==> src/rtl/seg_scan_ctrl.sv <==
// Scan controller for a 4-digit seven-segment display: digit select, active-low anodes,
// inter-digit blanking, frame-synchronous digit shadow, leading-zero blanking and blinking.
//
// state    | meaning
// ST_BLANK | all anodes off, segments forced off, BLANK_CYC cycles before each slot
// ST_SHOW  | digit sel lit (unless suppressed) for REFRESH_DIV cycles
module seg_scan_ctrl #(
    parameter int unsigned REFRESH_DIV  = 100000,
    parameter int unsigned BLANK_CYC    = 1000,
    parameter int unsigned BLINK_FRAMES = 125
) (
    input  logic        clk,
    input  logic        rst,
    input  logic [15:0] digits_in,
    input  logic        load,
    input  logic [3:0]  blink_mask,
    input  logic        lz_blank,
    output logic [15:0] dig_q,
    output logic [1:0]  sel,
    output logic [3:0]  an,
    output logic        blank,
    output logic        frame_done,
    output logic        load_ack
);

    localparam int unsigned CNT_MAX = (REFRESH_DIV > BLANK_CYC) ? REFRESH_DIV : BLANK_CYC;
    localparam int CW = $clog2(CNT_MAX + 1);
    localparam int BW = $clog2(BLINK_FRAMES + 1);
    localparam logic [CW-1:0] SHOW_LAST  = CW'(REFRESH_DIV - 1);
    localparam logic [CW-1:0] BLANK_LAST = CW'(BLANK_CYC - 1);
    localparam logic [BW-1:0] BLINK_LAST = BW'(BLINK_FRAMES - 1);

    typedef enum logic {ST_BLANK, ST_SHOW} state_t;

    state_t        state_q, state_d;
    logic [CW-1:0] cnt_q, cnt_d;
    logic [1:0]    sel_q, sel_d;
    logic [3:0]    an_q, an_d;
    logic          blank_q, blank_d;
    logic          fd_q, fd_d;
    logic          ack_q, ack_d;
    logic [15:0]   shadow_q, shadow_d;
    logic [15:0]   pend_q, pend_d;
    logic          pv_q, pv_d;
    logic [BW-1:0] bcnt_q, bcnt_d;
    logic          hidden_q, hidden_d;
    logic          boundary;
    logic [3:0]    lz_sup;
    logic [3:0]    supp;

    always_ff @(posedge clk) begin
        if (rst) begin
            state_q  <= ST_BLANK;
            cnt_q    <= '0;
            sel_q    <= 2'd0;
            an_q     <= 4'b1111;
            blank_q  <= 1'b1;
            fd_q     <= 1'b0;
            ack_q    <= 1'b0;
            shadow_q <= 16'h0000;
            pend_q   <= 16'h0000;
            pv_q     <= 1'b0;
            bcnt_q   <= '0;
            hidden_q <= 1'b0;
        end else begin
            state_q  <= state_d;
            cnt_q    <= cnt_d;
            sel_q    <= sel_d;
            an_q     <= an_d;
            blank_q  <= blank_d;
            fd_q     <= fd_d;
            ack_q    <= ack_d;
            shadow_q <= shadow_d;
            pend_q   <= pend_d;
            pv_q     <= pv_d;
            bcnt_q   <= bcnt_d;
            hidden_q <= hidden_d;
        end
    end

    always_comb begin
        state_d  = state_q;
        cnt_d    = cnt_q + CW'(1);
        sel_d    = sel_q;
        boundary = 1'b0;
        case (state_q)
            ST_BLANK: begin
                if (cnt_q == BLANK_LAST) begin
                    state_d = ST_SHOW;
                    cnt_d   = '0;
                end
            end
            ST_SHOW: begin
                if (cnt_q == SHOW_LAST) begin
                    state_d  = ST_BLANK;
                    cnt_d    = '0;
                    sel_d    = sel_q + 2'd1;
                    boundary = (sel_q == 2'd3);
                end
            end
            default: begin
                state_d = ST_BLANK;
                cnt_d   = '0;
            end
        endcase

        // Leading-zero run propagates downward from the most significant digit.
        lz_sup[3] = lz_blank && (shadow_q[15:12] == 4'h0);
        lz_sup[2] = lz_sup[3] && (shadow_q[11:8] == 4'h0);
        lz_sup[1] = lz_sup[2] && (shadow_q[7:4] == 4'h0);
        lz_sup[0] = 1'b0;
        supp      = (blink_mask & {4{hidden_q}}) | lz_sup;

        an_d    = 4'b1111;
        blank_d = 1'b1;
        if (state_d == ST_SHOW && !supp[sel_d]) begin
            an_d    = ~(4'b0001 << sel_d);
            blank_d = 1'b0;
        end

        shadow_d = shadow_q;
        pend_d   = pend_q;
        pv_d     = pv_q;
        ack_d    = 1'b0;
        if (boundary) begin
            if (load) begin
                shadow_d = digits_in;
                pv_d     = 1'b0;
                ack_d    = 1'b1;
            end else if (pv_q) begin
                shadow_d = pend_q;
                pv_d     = 1'b0;
                ack_d    = 1'b1;
            end
        end else if (load) begin
            pend_d = digits_in;
            pv_d   = 1'b1;
        end

        bcnt_d   = bcnt_q;
        hidden_d = hidden_q;
        if (boundary) begin
            if (bcnt_q == BLINK_LAST) begin
                bcnt_d   = '0;
                hidden_d = ~hidden_q;
            end else begin
                bcnt_d = bcnt_q + BW'(1);
            end
        end

        fd_d = boundary;
    end

    assign dig_q      = shadow_q;
    assign sel        = sel_q;
    assign an         = an_q;
    assign blank      = blank_q;
    assign frame_done = fd_q;
    assign load_ack   = ack_q;

endmodule

==> config.mk <==
export PLATFORM = sky130hd
export DESIGN_NAME = seg_scan_ctrl
export DESIGN_NICKNAME = d
export VERILOG_FILES = /design/src/rtl/seg_scan_ctrl.sv
export SDC_FILE = /design/constraint.sdc
export NUM_CORES = 1
export LEC_CHECK = 0
export CAP_MARGIN = 30
export CORE_MARGIN = 2
export CORE_UTILIZATION = 25
export DETAILED_ROUTE_END_ITERATION = 12
export PLACE_DENSITY_LB_ADDON = 0.2
export SETUP_SLACK_MARGIN = 0.1
export SLEW_MARGIN = 20
export SYNTH_ARGS = -nofsm -noshare
export SYNTH_HDL_FRONTEND = slang
export SYNTH_SLANG_ARGS = --single-unit
==> constraint.sdc <==
create_clock -name clk -period 2.4 [get_ports clk]
set_input_delay 0.36 -clock clk [delete_from_list [all_inputs] [get_ports clk]]
set_output_delay 0.36 -clock clk [all_outputs]
set_load 0.005 [all_outputs]
**Word level (Yosys, flattened, before mapping)**

Cells that the tools add are included.

- Add/sub/neg operators: 3
- Order comparisons: 1
- Eq/ne operators: 4
- Shift-type cells: 1
- Multiplexer cells: 18
- Bitwise logic cells: 7
- Reductions and logical operators: 15

Operator list:

| kind | number |
|---|---|
| 17-bit 2-to-1 mux | 2 |
| 17-bit case mux with 2 select lines | 1 |
| 16-bit 2-to-1 mux | 2 |
| 17-bit by 1-bit adder with 17-bit output (second input constant) | 1 |
| 17-bit by 10-bit == test with 1-bit output (second input constant) | 1 |
| 17-bit == test (second input constant) | 1 |
| 4-bit zero test | 3 |
| 1-bit 2-to-1 mux | 8 |
| 7-bit by 1-bit adder with 7-bit output (second input constant) | 1 |
| 7-bit == test (second input constant) | 1 |
| 7-bit 2-to-1 mux | 1 |
| 2-bit AND reduction | 3 |
| 2-bit OR reduction | 3 |
| 4-bit bitwise AND | 1 |
| 1-bit logical AND | 4 |
| 2-bit 2-to-1 mux | 2 |
| 1-bit inverter | 4 |
| 4-bit inverter | 1 |
| 4-bit OR | 1 |
| 1-bit by 2-bit left shift with 4-bit output (first input constant) | 1 |
| 2-bit by 3-bit < comparator with 1-bit output (second input constant) | 1 |
| 2-bit by 1-bit adder with 2-bit output (second input constant) | 1 |
| 1-bit binary-select mux with 2-bit select | 1 |
| 2-bit == test (second input constant) | 1 |
| 3 further kinds | 3 |

- Bits in registers: 68
- Input bits: 24
- Output and inout port bits: 25
- Logic and storage cells: 61

**Longest topological paths before layout**

Gate-level depths: netlist (run 1).

- Word-level depth: 11
- Mapped depth: 9
- Depth with buffers taken out: 7

**Worst setup path after synthesis (run 1)**

No wires, ideal clock.

- Path type: flip-flop to flip-flop
- Start point: reg cnt_q[0]
- End point: reg pend_q[6]
- Setup time: 0.128 ns
- Arrival time: 1.954 ns
- Required time: 2.272 ns
- Slack: 0.318 ns
- Stages on the path, launching flop included: 10
- Buffers on the path: 3
- Clock period less this slack: 2.082 ns
- Cells stage by stage: dfxtp_1 > ha_1 > nand4b_1 > or4_1 > clkbuf_1 > o31a_1 > buf_6 > buf_6 > mux2i_1 > nor2_1

- Longest elaborated chain between the ends: 5

RTL lines:

| item | line | text |
|---|---|---|
| from (decl) | 36 | `logic [CW-1:0] cnt_q, cnt_d;` |
| from (signal assigned) | 67 | `cnt_q <= cnt_d;` |
| 17-bit == test | 94 | `if (cnt_q == SHOW_LAST) begin` |
| 1-bit 2-to-1 mux | 94 |  |
| 1-bit 2-to-1 mux | 86 | `case (state_q)` |
| 1-bit inverter (no source line) | n/a |  |
| 2-bit AND reduction (no source line) | n/a |  |
| to (signal assigned) | 74 | `pend_q <= pend_d;` |
| to (decl) | 43 | `logic [15:0] pend_q, pend_d;` |

Every way passes these cells.
A chain may end at the register's enable or synchronous reset.

**Worst setup path after layout (run 1)**

- Start point: reg cnt_q[0]
- End point: reg an_q[0] (netlist: an[0])

- Longest elaborated chain between the ends: 9
- Elaborated cells between the ends (all ways): 15
- Those cells by class: eq/ne (2); shift (1); mux (7); bitwise (2); reduce/logical (3)

RTL lines:

| item | line | text |
|---|---|---|
| 17-bit == test | 94 |  |
| 2-bit 2-to-1 mux | 94 |  |
| 2-bit 2-to-1 mux | 86 |  |
| 1-bit binary-select mux with 2-bit select | 116 | `if (state_d == ST_SHOW && !supp[sel_d]) begin` |
| 1-bit 2-to-1 mux (implied by the code) | 116 |  |
| 1-bit zero test | 116 |  |
| 1-bit logical AND | 116 |  |
| 1-bit inverter (no source line) | n/a |  |
| 2-bit OR reduction (no source line) | n/a |  |
| to (signal assigned) | 69 | `an_q <= an_d;` |
| to (decl) | 38 | `logic [3:0] an_q, an_d;` |

Parallel ways exist; a longest one is shown, timed or not. The select of a mux whose other input is x is not followed.

==> impl_results.rst, run 1 <==
.. list-table::
   :header-rows: 1

   * - Metric
     - Value
   * - Run status
     - completed
   * - Commonest register cell after synthesis
     - sky130_fd_sc_hd__dfxtp_1
   * - Number of setup buffers added after CTS
     - 0
   * - Net count of the mapped netlist
     - 352
   * - Sum of routed wire length over all layers
     - 7203 um
   * - Total DRC errors in the routed layout
     - 0
   * - Top area cells in the synthesized netlist
     - sky130_fd_sc_hd__dfxtp_1, sky130_fd_sc_hd__mux2i_1, sky130_fd_sc_hd__nor2_1
   * - Fraction of registers with async set/reset
     - 0%
   * - Site Rows
     - 40
   * - Routability Congestion
     - 0.7782
   * - Fraction of final layout cells with drive strength greater than 1
     - 8.901%
   * - Setup TNS after final layout
     - 0 ns
   * - Number of clock buffers inserted by TritonCTS
     - 9
   * - Worst reg2reg path endpoint
     - an[0]$_SDFF_PP1_
   * - Io pins
     - 49
   * - Clock sink count
     - 68
   * - Portion of synthesized cell area occupied by the leading cell type
     - 44.90%
   * - Instance count along the most critical hold path
     - 1
   * - Number of synthesis warnings
     - 0
   * - Time the worst path needs with I/O delays and setup
     - 2.141 ns
   * - Leak pwr
     - 0.001427 uW
   * - Drt initial violations
     - 81
   * - Drt first pass iters
     - 4
   * - Startpoint of the worst hold path
     - cnt_q[0]$_SDFF_PP0_
   * - Clock Path Buffers
     - 2
   * - FF-to-FF Start
     - cnt_q[0]$_SDFF_PP0_
   * - DR vias
     - 2445
   * - Hold Path Class
     - reg2reg
   * - Unique cell type count in the Yosys netlist
     - 42
   * - Vias in the first global route
     - 2470
   * - Post-route antenna net violation count
     - 0
   * - Placed Instances
     - 513
   * - Final critical-path setup slack
     - 0.2591 ns
   * - Number of synthesized flops with an enable pin
     - 0
   * - Global-route usage over all layers
     - 12.14%
   * - Capture endpoint of the worst hold path
     - cnt_q[0]$_SDFF_PP0_
   * - Clock tree skew after final layout
     - 0.005040 ns
   * - Startpoint types
     - register
   * - Antenna violations before repair
     - 0
   * - Nets
     - 405
   * - Via-to-Cell Ratio
     - 4.622
   * - Post-route non-filler standard cell count
     - 529
   * - Chip Width
     - 114.1 um
   * - Total congestion overflow after global routing
     - 0
   * - Count of buffers from port buffering
     - 48
   * - Floorplan Core Area
     - 11910 sq um
   * - Syn Std Cell Area
     - 3032 sq um
   * - Post-synth top cells
     - sky130_fd_sc_hd__dfxtp_1, sky130_fd_sc_hd__nor2_1, sky130_fd_sc_hd__mux2i_1
   * - Post-route cell area
     - 3983 sq um
   * - Root buffer selected by CTS
     - sky130_fd_sc_hd__clkbuf_16
   * - Endpoint type of the worst setup path
     - register
   * - Setup slack at placement
     - 0.2867 ns
   * - Maximum resistive drop on vdd
     - 0.3958 mV
   * - Chip height
     - 114.1 um
   * - Wire length of the first global-routing pass
     - 12090 um
   * - CTS H-Tree Depth
     - 3
   * - Count of state elements after synthesis
     - 68
   * - Worst path required time
     - 2.60 ns
   * - Sequential cell area fraction in the yosys report
     - 44.90%
   * - Power per cell area
     - 625.6 nW/um^2
   * - Total power
     - 2491 uW
   * - CP Max Fanout
     - 6
   * - Critical path type
     - reg2reg
   * - Worst Tran Pin Value
     - 0.5630 ns
   * - Number of inserted diodes
     - 0
   * - Overall die area
     - 13020 sq um
   * - Routed wire length per instance
     - 13.62 um
   * - Worst-Skew Late Latency
     - 0.34 ns
   * - Worst reg2reg path depth
     - 7
   * - Normalized max-slew margin
     - 61.87%
   * - Maximum capacitance violations
     - 0
   * - RSZ-0062 raised after global routing
     - no
   * - Post-Syn Instances
     - 324
   * - Area growth syn-to-layout
     - 31.37%
   * - Final count of hold timing violations
     - 0
   * - Cell accounting for the most synthesized area
     - sky130_fd_sc_hd__dfxtp_1
   * - Cell area reported after detailed placement
     - 3711 sq um
   * - Peak Freq
     - 0.4671 GHz
   * - Average size of a mapped cell
     - 9.357 sq um
   * - Ratio of final minimum period to clock period
     - 89.21%
   * - Pins over their slew limit
     - 0
   * - Clock tree from TritonCTS
     - built
   * - Worst EP arrival
     - 2.35 ns
   * - Count of fill cells added during filler insertion
     - 1257
   * - Leading cell type by number of instances after synthesis
     - sky130_fd_sc_hd__dfxtp_1
   * - Post-CTS clock slew at the launch and capture registers of the worst setup and hold paths
     - 0.05 ns
   * - Number of endpoints failing setup at the final stage
     - 0
   * - Half-perimeter wire length of the detailed placement result
     - 5139 um
   * - Worst R2R Setup Slack
     - 0.26 ns
   * - Initial core utilization
     - 25.45%
   * - Maximum number of pins on one net before global-route repair
     - 33
## what timing repair did
action | CTS | global route
setup endpoints to repair | 0 | 5
gates resized for setup | 0 | 1
hold buffers | 0 | 0
## state kept, by name, indices dropped and copies added, names as in the netlist, 2 cells and up
register / count
an: 4
bcnt_q: 7
cnt_q: 17
dig_q: 16
pend_q: 16
sel: 2
## how the worst max path moves through the flow
stage                    startpoint                     end  depth (start not counted)
4_1_cts        cnt_q[11]$_SDFF_PP0_        an[0]$_SDFF_PP1_                          5
5_1_grt         cnt_q[0]$_SDFF_PP0_        an[0]$_SDFF_PP1_                          7
3_5_place_dp    cnt_q[0]$_SDFF_PP0_  dig_q[10]$_SDFFE_PP0P_                          8
3_3_place_gp   cnt_q[11]$_SDFF_PP0_        an[0]$_SDFF_PP1_                          5
2_1_floorplan   cnt_q[0]$_SDFF_PP0_  pend_q[6]$_SDFFE_PP0P_                          9
6_report        cnt_q[0]$_SDFF_PP0_        an[0]$_SDFF_PP1_                          7
## critical path, stage by stage (launching register included)
cell,delay [ns]
sky130_fd_sc_hd__dfxtp_1,0.35
sky130_fd_sc_hd__ha_1,0.18
sky130_fd_sc_hd__buf_4,0.14
sky130_fd_sc_hd__nor4bb_1,0.29
sky130_fd_sc_hd__nand4_1,0.17
sky130_fd_sc_hd__a221oi_1,0.39
sky130_fd_sc_hd__o311ai_1,0.27
sky130_fd_sc_hd__nand3b_1,0.22
## report_power, final
group	switching (uW)	internal (uW)	leakage, uW
clock network	489	695	0.000124
registers	11.1	1150	0.000552
logic	68.2	77.2	0.000750
## per-layer routing
metal  GRT usage [%]  wire [um]
met4           5.691        145
met2           19.40       3292
met5               0          0
met3           6.088        546
met1           13.49       3219
## layout by cell type (no fill, tap or decap), types with 9 or more instances in the layout
cell                              Yosys  routed
sky130_fd_sc_hd__nand4_1             10      10
sky130_fd_sc_hd__xor2_1              12      12
sky130_fd_sc_hd__dfxtp_1             68      68
sky130_fd_sc_hd__clkdlybuf4s50_1      0      48
sky130_fd_sc_hd__buf_4                0       9
sky130_fd_sc_hd__nor2_1              64      64
sky130_fd_sc_hd__xnor2_1              9       9
sky130_fd_sc_hd__clkbuf_16            0       9
sky130_fd_sc_hd__nand3_1             11      11
sky130_fd_sc_hd__a211oi_1            16      16
sky130_fd_sc_hd__nand2_1             12      12
sky130_fd_sc_hd__mux2i_1             35      35
## per-stage QoR
step                      hold WS [ns]  utilization [%]
after floorplan                 0.4129                -
after CTS                       0.4542            33.42
after global routing            0.4977            33.43
after global placement          0.4228            31.16
final                           0.4528            33.43
after detailed placement        0.4463            31.16
## area by class of cell
cell class	instances	area [sq um]	share of cell area [%]
Tap cell	147	183.9	4.618
Multi-Input combinational cell	235	1580	39.68
Clock inverter	6	41.29	1.037
Timing Repair Buffer	58	568.0	14.26
Inverter	5	18.77	0.4713
Clock buffer	10	229.0	5.749
Sequential cell	68	1361	34.18
## cells by family (layout without fill, tap and decap cells)
kind of cell | after synthesis | count (layout) | synth area share [%]
compound gates | 36 | 36 | 8.254
xor+xnor | 21 | 21 | 6.067
fa+ha+maj | 4 | 4 | 1.651
buf+inv | 21 | 79 | 3.301
flops | 68 | 68 | 44.90
mux | 37 | 37 | 12.30
simple gates | 137 | 137 | 23.52
No activity file was read; power rests on OpenSTA's default activity.
==> run 2: changes to the inputs <==
--- a/config.mk
+++ b/config.mk
@@ -7,7 +7,7 @@
 export LEC_CHECK = 0
 export CAP_MARGIN = 30
 export CORE_MARGIN = 2
-export CORE_UTILIZATION = 25
+export CORE_UTILIZATION = 53
 export DETAILED_ROUTE_END_ITERATION = 12
 export PLACE_DENSITY_LB_ADDON = 0.2
 export SETUP_SLACK_MARGIN = 0.1
==> run 2 against run 1 <==
Compared with the run above:
- utilization up 35 points
- non-clock buffer count down 2
- clock power fell by 35%
- critical path depth unchanged
- sequential share of layout area increased by 1.9 points
- cell count fell by 15%
==> impl_results.rst, run 2 (synthesized netlist as in run 1, its figures left out) <==
.. list-table::
   :header-rows: 1

   * - Metric
     - Value
   * - Chip Width
     - 79.63 um
   * - Run status
     - completed
   * - Setup slack at placement
     - 0.2046 ns
   * - Half-perimeter wire length of the detailed placement result
     - 4432 um
   * - Wire length of the first global-routing pass
     - 10870 um
   * - Normalized max-slew margin
     - 63.75%
   * - Vias in the first global route
     - 2386
   * - Final count of hold timing violations
     - 0
   * - DR vias
     - 2467
   * - Footprint of the multi-input gates
     - 1598 sq um
   * - Leading cell types in the layout, fill and taps excluded
     - sky130_fd_sc_hd__dfxtp_1, sky130_fd_sc_hd__nor2_1, sky130_fd_sc_hd__clkdlybuf4s50_1
   * - Maximum capacitance violations
     - 0
   * - Setup TNS after final layout
     - 0 ns
   * - Leak pwr
     - 0.001387 uW
   * - Sequential standard cell area
     - 1361 sq um
   * - P_sw
     - 474.7 uW
   * - Cell family with most CP delay
     - simple AND/OR/NAND/NOR gates
   * - Count of buffers from port buffering
     - 48
   * - Peak Freq
     - 0.4685 GHz
   * - Total congestion overflow after global routing
     - 0
   * - Logic gate share of total power
     - 6.8%
   * - Post-route antenna net violation count
     - 0
   * - Clock tree skew after final layout
     - 0.006127 ns
   * - Floorplan Core Area
     - 5507 sq um
   * - Total DRC errors in the routed layout
     - 0
   * - Worst Tran Pin Value
     - 0.5352 ns
   * - Internal power contribution
     - 1590 uW
   * - Post-CTS clock slew at the launch and capture registers of the worst setup and hold paths
     - 0.07 ns
   * - Nets
     - 403
   * - Initial core utilization
     - 55.06%
   * - Ratio of final minimum period to clock period
     - 88.93%
   * - Chip height
     - 79.63 um
   * - Startpoint types
     - register
   * - CP max stage delay
     - 0.49 ns
   * - Cell with the largest stage delay on the worst path
     - sky130_fd_sc_hd__or4_4
   * - RSZ-0062 raised after global routing
     - no
   * - Routed wire length per instance
     - 14.03 um
   * - Number of inserted diodes
     - 0
   * - Root buffer selected by CTS
     - sky130_fd_sc_hd__clkbuf_8
   * - Critical path type
     - reg2reg
   * - Via-to-Cell Ratio
     - 5.470
   * - Area growth syn-to-layout
     - 24.39%
   * - Clock tree from TritonCTS
     - built
   * - Worst EP arrival
     - 2.35 ns
   * - Flop pwr share
     - 56.2%
   * - Power per cell area
     - 547.5 nW/um^2
   * - Number of buffer and inverter stages on the critical path
     - 1
   * - CP Max Fanout
     - 16
   * - Global-route usage over all layers
     - 21.97%
   * - Sum of routed wire length over all layers
     - 6328 um
   * - Number of clock buffers inserted by TritonCTS
     - 9
   * - Io pins
     - 49
   * - Hold slack final
     - 0.4456 ns
   * - Most common cell after layout, fill and taps aside
     - sky130_fd_sc_hd__dfxtp_1
   * - Drt initial violations
     - 115
   * - Fraction of final layout cells with drive strength greater than 1
     - 7.916%
   * - Clock power share
     - 37.0%
   * - Worst path required time
     - 2.61 ns
   * - Max reg flops
     - 17
   * - Number of endpoints failing setup at the final stage
     - 0
   * - Maximum resistive drop on vdd
     - 0.3633 mV
   * - Drt first pass iters
     - 4
   * - Overall die area
     - 6341 sq um
   * - CTS H-Tree Depth
     - 3
   * - Cells along the critical path
     - ha_1, nand4b_1, or4_4, o31a_1, buf_4, mux2i_1, nor2_1
   * - Routability Congestion
     - 0.8218
   * - Hold_buf cts
     - 0
   * - Count of fill cells added during filler insertion
     - 463
   * - Antenna violations before repair
     - 0
   * - Maximum number of pins on one net before global-route repair
     - 38
   * - Time the worst path needs with I/O delays and setup
     - 2.134 ns
   * - Endpoint type of the worst setup path
     - register
   * - Clock sink count
     - 68
   * - Final critical-path setup slack
     - 0.2657 ns
   * - Worst-Skew Late Latency
     - 0.34 ns
   * - Pins over their slew limit
     - 0
   * - Clock Path Buffers
     - 2
   * - Hold Path Class
     - reg2reg
   * - Utilization of the core after routing
     - 68.48%
   * - Register ranked first by flip-flop count
     - cnt_q
   * - Site Rows
     - 27
   * - Sw frac
     - 22.99%
-- run 2: power by group through the flow --
stage / clock [uW] / sequential [uW] / combinational, uW
after global routing: 830 / 1160 / 154
final: 763 / 1160 / 140
after detailed placement: 0 / 1190 / 141
after global placement: 0 / 1190 / 138
after floorplan: 0 / 1180 / 83.6
after CTS: 782 / 1160 / 141
-- run 2: timing repair --
action / in CTS / in global routing
resized for setup: 0 / 3
setup endpoints to repair: 0 / 22
setup buffers: 0 / 0
-- run 2: area by class of cell --
type	count	area share, %
Tap cell	72	2.389
Timing Repair Buffer	56	14.66
Multi-Input combinational cell	235	42.37
Sequential cell	68	36.10
Clock inverter	3	0.3981
Inverter	5	0.4977
Clock buffer	12	3.583
-- run 2: final timing paths --
path | cells after the start | startpoint | slack (ns) | end
setup / recovery | 7 | cnt_q[0]$_SDFF_PP0_ | 0.27 | pend_q[14]$_SDFFE_PP0P_
hold / removal | 1 | cnt_q[0]$_SDFF_PP0_ | 0.45 | cnt_q[0]$_SDFF_PP0_
setup reg to reg | 7 | cnt_q[0]$_SDFF_PP0_ | 0.27 | pend_q[14]$_SDFFE_PP0P_
hold reg to reg | 1 | cnt_q[0]$_SDFF_PP0_ | 0.45 | cnt_q[0]$_SDFF_PP0_
-- run 2: worst reg2reg max path: cells and delay by family, from the launching register on --
kind | cells | cell delay [ns]
buffers and inverters | 1 | 0.23
flip-flops | 1 | 0.35
AND/OR/NAND/NOR | 3 | 0.72
AO/OA/AOI/OAI | 1 | 0.26
adder cells (fa/ha/maj) | 1 | 0.28
multiplexers | 1 | 0.19
-- run 2: routing by layer --
layer  global-route usage [%]  vias up  part of all wire (%)
met1                    27.85     1166                    47
met2                    35.55       49                    48
li1                         -     1243                     -
met5                        0        -                     0
met4                    10.17        0                   1.8
met3                    4.864        9                   3.4
-- run 2: stage by stage --
stage / std cells / power [uW] / cell area, sq um
after global routing: 451 / 2147 / 3771
final: 451 / 2065 / 3771
after detailed placement: 436 / 1327 / 3602
after CTS: 451 / 2085 / 3752
after floorplan: 324 / 1267 / 3032
after global placement: 436 / 1323 / 3602
==> run 3: changes to the inputs <==
--- a/config.mk
+++ b/config.mk
@@ -9,7 +9,7 @@
 export CORE_MARGIN = 2
 export CORE_UTILIZATION = 53
 export DETAILED_ROUTE_END_ITERATION = 12
-export PLACE_DENSITY_LB_ADDON = 0.2
+export PLACE_DENSITY = 0.76
 export SETUP_SLACK_MARGIN = 0.1
 export SLEW_MARGIN = 20
 export SYNTH_ARGS = -nofsm -noshare
==> run 3 against run 2 <==
Compared with the run above:
- via count fell by 0.77%
- power rose by 11%
- die area did not move
- critical path type unchanged
==> impl_results.rst, run 3 (synthesized netlist as in run 1, its figures left out) <==
.. list-table::
   :header-rows: 1

   * - Metric
     - Value
   * - Post-route cell area
     - 3812 sq um
   * - Total congestion overflow after global routing
     - 0
   * - Power per cell area
     - 600.7 nW/um^2
   * - Chip height
     - 79.63 um
   * - Total DRC errors in the routed layout
     - 0
   * - Area growth syn-to-layout
     - 25.75%
   * - Clock tree from TritonCTS
     - built
   * - Final count of hold timing violations
     - 0
   * - Initial core utilization
     - 55.06%
   * - Worst-Skew Late Latency
     - 0.35 ns
   * - Post-CTS clock slew at the launch and capture registers of the worst setup and hold paths
     - 0.08 ns
   * - Cell with the largest stage delay on the worst path
     - sky130_fd_sc_hd__or4_1
   * - DR vias
     - 2448
   * - Vias in the first global route
     - 2406
   * - Leak pwr
     - 0.001407 uW
   * - CP Max Fanout
     - 16
   * - Clock sink count
     - 68
   * - Number of buffer and inverter stages on the critical path
     - 1
   * - Cells along the critical path
     - ha_1, nand4b_1, or4_1, o31a_1, buf_4, mux2i_1, nor2_1
   * - Via-to-Cell Ratio
     - 5.416
   * - Number of setup buffers added after CTS
     - 0
   * - Ratio of final minimum period to clock period
     - 86.96%
   * - Number of clock buffers inserted by TritonCTS
     - 9
   * - Clock tree skew after final layout
     - 0.01009 ns
   * - CP max stage delay
     - 0.54 ns
   * - Worst EP arrival
     - 2.32 ns
   * - Worst path required time
     - 2.63 ns
   * - Peak Freq
     - 0.4792 GHz
   * - Worst Tran Pin Value
     - 0.4814 ns
   * - Fraction of final layout cells with drive strength greater than 1
     - 8.421%
   * - Routed wire length per instance
     - 14.30 um
   * - Number of endpoints failing setup at the final stage
     - 0
   * - Drt first pass iters
     - 4
   * - Overall die area
     - 6341 sq um
   * - Routability Congestion
     - 0.8341
   * - Startpoint types
     - register
   * - Leading cell types in the layout, fill and taps excluded
     - sky130_fd_sc_hd__dfxtp_1, sky130_fd_sc_hd__nor2_1, sky130_fd_sc_hd__clkdlybuf4s50_1
   * - Global-route usage over all layers
     - 22.30%
   * - Wire length of the first global-routing pass
     - 10870 um
   * - Worst R2R Setup Slack
     - 0.31 ns
   * - Maximum resistive drop on vdd
     - 0.4915 mV
   * - Clock Path Buffers
     - 2
   * - Site Rows
     - 27
   * - Max reg flops
     - 17
   * - RSZ-0062 raised after global routing
     - no
   * - Pins over their slew limit
     - 0
   * - Chip Width
     - 79.63 um
   * - Most common cell after layout, fill and taps aside
     - sky130_fd_sc_hd__dfxtp_1
   * - Drt initial violations
     - 118
   * - Time the worst path needs with I/O delays and setup
     - 2.087 ns
   * - Count of fill cells added during filler insertion
     - 448
   * - Post-route non-filler standard cell count
     - 452
   * - Maximum capacitance violations
     - 0
   * - Setup TNS after final layout
     - 0 ns
   * - Count of buffers from port buffering
     - 48
   * - Io pins
     - 49
   * - Utilization of the core after routing
     - 69.23%
   * - Sum of routed wire length over all layers
     - 6462 um
   * - Placed Instances
     - 436
   * - Half-perimeter wire length of the detailed placement result
     - 4531 um
   * - Cts repair resizes
     - 0
   * - Hold Path Class
     - reg2reg
   * - Cell area reported after detailed placement
     - 3590 sq um
   * - Normalized max-slew margin
     - 67.40%
   * - CTS H-Tree Depth
     - 3
   * - Nets
     - 403
   * - Number of inserted diodes
     - 0
   * - Maximum number of pins on one net before global-route repair
     - 37
   * - Antenna violations before repair
     - 0
   * - Floorplan Core Area
     - 5507 sq um
   * - Cell family with most CP delay
     - simple AND/OR/NAND/NOR gates
   * - Post-route antenna net violation count
     - 0
   * - Register ranked first by flip-flop count
     - cnt_q
   * - Hold_buf cts
     - 0
   * - Critical path type
     - reg2reg
   * - Root buffer selected by CTS
     - sky130_fd_sc_hd__clkbuf_8
   * - Endpoint type of the worst setup path
     - register
   * - Run status
     - completed
-- run 3: cell count changes in the layout (fill, tap and decap cells not counted), moves of 2 or more --
| cell | previous run | this run |
|---|---|---|
| sky130_fd_sc_hd__clkbuf_1 | 3 | 0 |
| sky130_fd_sc_hd__clkbuf_8 | 9 | 11 |
| sky130_fd_sc_hd__clkinv_2 | 3 | 1 |
| sky130_fd_sc_hd__clkinvlp_4 | 0 | 2 |
-- run 3: routing by layer --
layer,vias up,GRT usage (%),wire [um]
met3,8,8.937,344
met2,51,36.55,3077
met5,-,0,0
met4,0,7.241,80
li1,1246,-,-
met1,1143,26.60,2960
-- run 3: worst paths after layout --
check | startpoint | to | cells after the start
max | cnt_q[0]$_SDFF_PP0_ | pend_q[6]$_SDFFE_PP0P_ | 7
min | cnt_q[0]$_SDFF_PP0_ | cnt_q[0]$_SDFF_PP0_ | 1
max reg2reg | cnt_q[0]$_SDFF_PP0_ | pend_q[6]$_SDFFE_PP0P_ | 7
min reg2reg | cnt_q[0]$_SDFF_PP0_ | cnt_q[0]$_SDFF_PP0_ | 1
-- run 3: report_power, final --
part	leakage (uW)	total [uW]	switching [uW]	internal, uW
clock network	0.000102	986	449	538
logic	0.000753	143	66.5	76.3
registers	0.000552	1160	12.0	1150
-- run 3: per-stage QoR --
step	total power, uW	setup slack (ns)	hold WS, ns
floorplan	1267	0.3184	0.4129
global placement	1325	0.3070	0.4223
detailed placement	1329	0.2273	0.4306
CTS	2316	0.2027	0.4414
global route	2370	0.1070	0.4771
finish	2290	0.3130	0.4366
-- run 3: layout make-up --
type | count | area, sq um | share of cell area (%)
clock buffer | 11 | 151.4 | 3.971
clock inverter | 5 | 58.81 | 1.542
inverter | 5 | 18.77 | 0.4923
multi-input combinational | 235 | 1588 | 41.65
sequential | 68 | 1361 | 35.71
tap | 72 | 90.09 | 2.363
timing repair buffer | 56 | 544.3 | 14.28
